**src/rtl/nibble_serial_pkg.sv**
```systemverilog
// Shared definitions for the nibble-serial adder: FSM states, slice width
// and the index-width helper.
package nibble_serial_pkg;

    localparam int NIBBLE_W = 4;

    typedef enum logic [1:0] {
        IDLE = 2'd0,
        RUN  = 2'd1,
        DONE = 2'd2
    } state_e;

    // A single-nibble build still needs a 1-bit index register.
    function automatic int idx_width(input int nibbles);
        return (nibbles > 1) ? $clog2(nibbles) : 1;
    endfunction

endpackage

```
**src/rtl/nibble_add4.sv**
```systemverilog
// Purely combinational 4-bit ripple-carry slice, reused once per nibble by
// the serial adder.
module nibble_add4
    import nibble_serial_pkg::*;
(
    input  logic [NIBBLE_W-1:0] a,
    input  logic [NIBBLE_W-1:0] b,
    input  logic                cin,
    output logic [NIBBLE_W-1:0] sum,
    output logic                cout
);

    logic [NIBBLE_W:0] c;

    always_comb begin
        // NOTE: every output gets a default first so no path can infer a latch.
        sum  = '0;
        c    = '0;
        c[0] = cin;
        for (int i = 0; i < NIBBLE_W; i++) begin
            sum[i]   = a[i] ^ b[i] ^ c[i];
            c[i + 1] = (a[i] & b[i]) | (c[i] & (a[i] ^ b[i]));
        end
    end

    assign cout = c[NIBBLE_W];

endmodule

```
**src/rtl/nibble_serial_adder.sv**
```systemverilog
// Sequential WIDTH-bit adder: accepts operands over valid/ready, adds one
// nibble per clock through a shared 4-bit slice, then holds the result.
module nibble_serial_adder
    import nibble_serial_pkg::*;
#(
    parameter int WIDTH = 16
) (
    input  logic             clock,
    input  logic             reset,
    input  logic             io_in_valid,
    output logic             io_in_ready,
    input  logic [WIDTH-1:0] io_in_a,
    input  logic [WIDTH-1:0] io_in_b,
    input  logic             io_in_cin,
    output logic             io_out_valid,
    input  logic             io_out_ready,
    output logic [WIDTH-1:0] io_out_sum,
    output logic             io_out_cout,
    output logic             io_busy
);

    localparam int NIBBLES = WIDTH / NIBBLE_W;
    localparam int IDX_W   = idx_width(NIBBLES);

    if (WIDTH < NIBBLE_W || (WIDTH % NIBBLE_W) != 0) begin : g_width_check
        $error("nibble_serial_adder: WIDTH must be a positive multiple of 4");
    end

    state_e              state;
    logic [IDX_W-1:0]    idx;
    logic                carry;
    logic [WIDTH-1:0]    a_reg;
    logic [WIDTH-1:0]    b_reg;
    logic [WIDTH-1:0]    sum_reg;
    logic [NIBBLE_W-1:0] a_nib;
    logic [NIBBLE_W-1:0] b_nib;
    logic [NIBBLE_W-1:0] slice_sum;
    logic                slice_cout;

    assign a_nib = a_reg[int'(idx) * NIBBLE_W +: NIBBLE_W];
    assign b_nib = b_reg[int'(idx) * NIBBLE_W +: NIBBLE_W];

    nibble_add4 u_slice (
        .a    (a_nib),
        .b    (b_nib),
        .cin  (carry),
        .sum  (slice_sum),
        .cout (slice_cout)
    );

    // The result registers double as the output; they keep the last result
    // after the handshake until the next operation is accepted.
    assign io_out_sum  = sum_reg;
    assign io_out_cout = carry;

    always_ff @(posedge clock or negedge reset) begin
        // NOTE: all state uses non-blocking assignments and is cleared by the async reset.
        if (!reset) begin
            state        <= IDLE;
            idx          <= '0;
            carry        <= 1'b0;
            a_reg        <= '0;
            b_reg        <= '0;
            sum_reg      <= '0;
            io_out_valid <= 1'b0;
            io_in_ready  <= 1'b1;
            io_busy      <= 1'b0;
        end else begin
            case (state)
                IDLE: begin
                    if (io_in_valid) begin
                        a_reg       <= io_in_a;
                        b_reg       <= io_in_b;
                        carry       <= io_in_cin;
                        idx         <= '0;
                        sum_reg     <= '0;
                        state       <= RUN;
                        io_in_ready <= 1'b0;
                        io_busy     <= 1'b1;
                    end
                end
                RUN: begin
                    sum_reg[int'(idx) * NIBBLE_W +: NIBBLE_W] <= slice_sum;
                    carry <= slice_cout;
                    if (idx == IDX_W'(NIBBLES - 1)) begin
                        state        <= DONE;
                        io_out_valid <= 1'b1;
                    end else begin
                        idx <= idx + 1'b1;
                    end
                end
                DONE: begin
                    if (io_out_ready) begin
                        state        <= IDLE;
                        io_out_valid <= 1'b0;
                        io_in_ready  <= 1'b1;
                        io_busy      <= 1'b0;
                    end
                end
                default: begin
                    state        <= IDLE;
                    io_out_valid <= 1'b0;
                    io_in_ready  <= 1'b1;
                    io_busy      <= 1'b0;
                end
            endcase
        end
    end

endmodule

```
**config.mk**
```make
export PLATFORM = sky130hd
export DESIGN_NAME = nibble_serial_adder
export DESIGN_NICKNAME = d
export VERILOG_FILES = /design/src/rtl/nibble_serial_pkg.sv /design/src/rtl/nibble_add4.sv /design/src/rtl/nibble_serial_adder.sv
export SDC_FILE = /design/constraint.sdc
export NUM_CORES = 1
export LEC_CHECK = 0
export CELL_PAD_IN_SITES_DETAIL_PLACEMENT = 1
export CELL_PAD_IN_SITES_GLOBAL_PLACEMENT = 1
export CORE_ASPECT_RATIO = 1.1
export CORE_MARGIN = 8
export CORE_UTILIZATION = 30
export CTS_CLUSTER_SIZE = 40
export DETAILED_ROUTE_END_ITERATION = 16
export PLACE_DENSITY_LB_ADDON = 0.1
export SYNTH_ARGS = -nofsm -noshare
export SYNTH_HDL_FRONTEND = slang
export SYNTH_SLANG_ARGS = --single-unit
export TNS_END_PERCENT = 10
```
**constraint.sdc**
```tcl
create_clock -name clock -period 3.4 [get_ports clock]
set_input_delay 0.51 -clock clock [delete_from_list [all_inputs] [get_ports clock]]
set_output_delay 0.51 -clock clock [all_outputs]
set_load 0.01 [all_outputs]
```
==> run metrics <==
area taken by multi-input logic gates between 1000 and 1500 sq um; antenna violations before repair 0; Via-to-Cell Ratio 4.69; skew final 0.0115 ns; total of cells resized after clock tree synthesis 0; post-DR wirelength/cell 17.3 um; most used flip-flop cell after synthesis sky130_fd_sc_hd__dfrtp_1; number of instances in the placed design about 350; highest-count cells in the layout ignoring fill and taps 55 x sky130_fd_sc_hd__dfrtp_1, 55 x sky130_fd_sc_hd__clkdlybuf4s50_1, 30 x sky130_fd_sc_hd__mux2_4; clock buffer count from CTS 5; critical path data required time 3.60 ns; Post-DP HPWL ~5000 um; total grt overflow 0; number of detailed-routing iterations run before antenna repair 2; share of synthesized cell area in full adder, half adder and majority cells 0.0471; WHS 0.297 ns; Worst Path Max Fanout 8; part of the Yosys area used for sequential elements 0.508; growth of design area from synthesis to finish 27.5%; final setup TNS 0 ns; gp weighted congestion 0.728; global-route wire length before repair 10400 um; H-tree depth 2; ant diodes 0; post-synthesis simple-gate area fraction 0.0585; CP Capture Type flip-flop; Filler Cells Inserted 930; Post-Synthesis Cell Area 2760 sq um; Clk network pwr share 0.135; number of enable-type register cells in the synthesized netlist 0; final period utilization 0.850; mux cell area share after synthesis 0.241; CTS root buf sky130_fd_sc_hd__clkbuf_8; switching power total around 1.2 mW; post-route ant nets 0; Die Width 107 um; Reg clk slew, reported paths 0.11 ns; synthesized net count about 230; sequential power share 0.354; syn avg cell area 14.8 sq um; row cnt 36; Yosys top cell by area sky130_fd_sc_hd__dfrtp_1; fraction of final layout cells with drive strength greater than 1 0.240; cells along the critical path buf_4 -> mux4_2 -> fa_1 -> inv_1 -> fa_1 -> inv_1 -> fa_1 -> a22o_1; status complete, no violations; ports placed on the boundary 57; source-to-sink clock delay at the later pin of the worst-skew pair 0.31 ns; leakage power total 1.56 nW; Unique masters post-synth 33; Async SR Flop Fraction 1.00; largest stage delay on the critical path 0.54 ns; unrepaired setup endpoints after global routing false; number of max-slew violations in the final report 0; critical setup path kind reg -> reg; post-layout utilization of the core 0.395; post-layout worst setup margin 0.511 ns; Max-Slew Margin vs Limit 0.430; final hold violation count 0; main combinational cell family by area after synthesis multiplexers; vertical extent of the die 117 um; CP startpoint kind flip-flop; slowest library cell on the worst path sky130_fd_sc_hd__dfrtp_1; Min Clock Period, post-route slightly below 3 ns; TritonCTS clock tree yes; worst-margin pin slew between 0.8 and 0.9 ns; count of port buffers added during placement 56; Synth Warn # 0; Setup Slack @ Placement 0.480 ns; area of the placeable core approximately 8900 sq um; VDD IR-drop max 274 uV; PwrDens 983 nW/um^2; total number of vias 1690; internal power about 2.2 mW; maximum buffer depth of the clock tree 2; post-layout instance count excluding filler cells 360; number of cells produced by synthesis about 190; via count of the first global-routing pass 1930; xor and xnor area share after synthesis 0; switching part of the total 0.361; type of the tightest min-delay check in -> async; quantity of hold-fixing buffers added after cts 0; DRC violation count after routing 0; number of nets in the layout between 200 and 300; DIE AREA 12500 sq um; upper clock frequency limit 0.346 GHz; Post CTS Setup Buffer Count 0; final WL roughly 6200 um; initial cell density of the core 0.309; CP arrival 3.09 ns; aggregate global-route resource usage 0.106; Compound-Gate Fraction of Synth Area 0.0934; count of max-cap constraint violations 0; cell with the most instances on the worst path sky130_fd_sc_hd__fa_1; proportion of power drawn by combinational gates 0.511; number of sinks driven by the clock tree 56; total of flip-flops plus latches after synthesis 56; top post-synthesis cells by area sky130_fd_sc_hd__dfrtp_1 50%, sky130_fd_sc_hd__mux2_4 16%, sky130_fd_sc_hd__mux4_2 6.5%, sky130_fd_sc_hd__a22o_1 3.8%, sky130_fd_sc_hd__fa_1 2.9%; top cell type's share of synthesized area 0.499; total area of sequential cells 1400 sq um; # setup viols final 0; largest net degree at the start of global routing 39; number of DRC markers in iteration 0 36
-- layout make-up --
type,count,share of cell area
inverters,12,0.0128
clock buffers,6,0.0235
well taps,114,0.0405
flip-flops and latches,56,0.399
clock inverters,2,0.0110
repair buffers,61,0.169
multi-input cells,109,0.345
-- worst max-delay path, delay by kind of cell (launching register included) --
kind            cells  cell delay (ns)
flops               1             0.54
mux                 1             0.54
compound gates      1             0.23
buf+inv             3             0.38
fa+ha+maj           3             1.09
-- kinds of logic after synthesis --
logic type      count (synthesis)
compound gates                 33
mux                            41
fa+ha+maj                       8
simple gates                   27
flops                          56
buf+inv                        22
-- power by group through the flow --
stage	clock network (mW)	logic [mW]	registers [mW]
5_1_grt	0.515	1.96	1.28
3_3_place_gp	0	1.80	1.25
3_5_place_dp	0	1.80	1.25
4_1_cts	0.482	1.81	1.24
6_report	0.467	1.77	1.23
2_1_floorplan	0	1.34	1.15
-- per-stage QoR --
step | power [mW] | area (sq um)
after floorplan | 2.49 | 2760
after detailed placement | 3.06 | 3400
final | 3.46 | 3520
after global placement | 3.05 | 3400
after global routing | 3.76 | 3520
after CTS | 3.54 | 3520
-- cell usage after synthesis, types with 3 or more instances --
master and count:
sky130_fd_sc_hd__a21oi_1 4, sky130_fd_sc_hd__a21o_1 4, sky130_fd_sc_hd__mux2_2 3, sky130_fd_sc_hd__buf_2 4, sky130_fd_sc_hd__a22o_1 12, sky130_fd_sc_hd__ha_1 4
sky130_fd_sc_hd__buf_12 3, sky130_fd_sc_hd__mux4_2 8, sky130_fd_sc_hd__dfrtp_1 55, sky130_fd_sc_hd__nor2_1 6, sky130_fd_sc_hd__nand2_1 6, sky130_fd_sc_hd__o2bb2ai_1 8
sky130_fd_sc_hd__fa_1 4, sky130_fd_sc_hd__inv_1 12, sky130_fd_sc_hd__mux2_4 30
-- routing by layer --
layer	global-route usage	routed length (um)
met5	0	0
met4	0.0306	72
met3	0.0298	328
met2	0.173	3010
met1	0.133	2810
-- final timing paths --
check / startpoint / endpoint / slack [ns] / cells after the start
max: idx[0]$_DFFE_PN0P_ / io_out_sum[3]$_DFFE_PN0P_ / 0.51 / 8
min: reset / io_out_sum[5]$_DFFE_PN0P_ / 0.30 / 1
max reg2reg: idx[0]$_DFFE_PN0P_ / io_out_sum[3]$_DFFE_PN0P_ / 0.51 / 8
min reg2reg: io_out_sum[12]$_DFFE_PN0P_ / io_out_sum[12]$_DFFE_PN0P_ / 0.50 / 1
max in group asynchronous: reset / a_reg[8]$_DFFE_PN0P_ / 2.43 / 2
min in group clock: io_out_sum[12]$_DFFE_PN0P_ / io_out_sum[12]$_DFFE_PN0P_ / 0.50 / 1
Note: power is estimated with default switching activity, not from simulation.
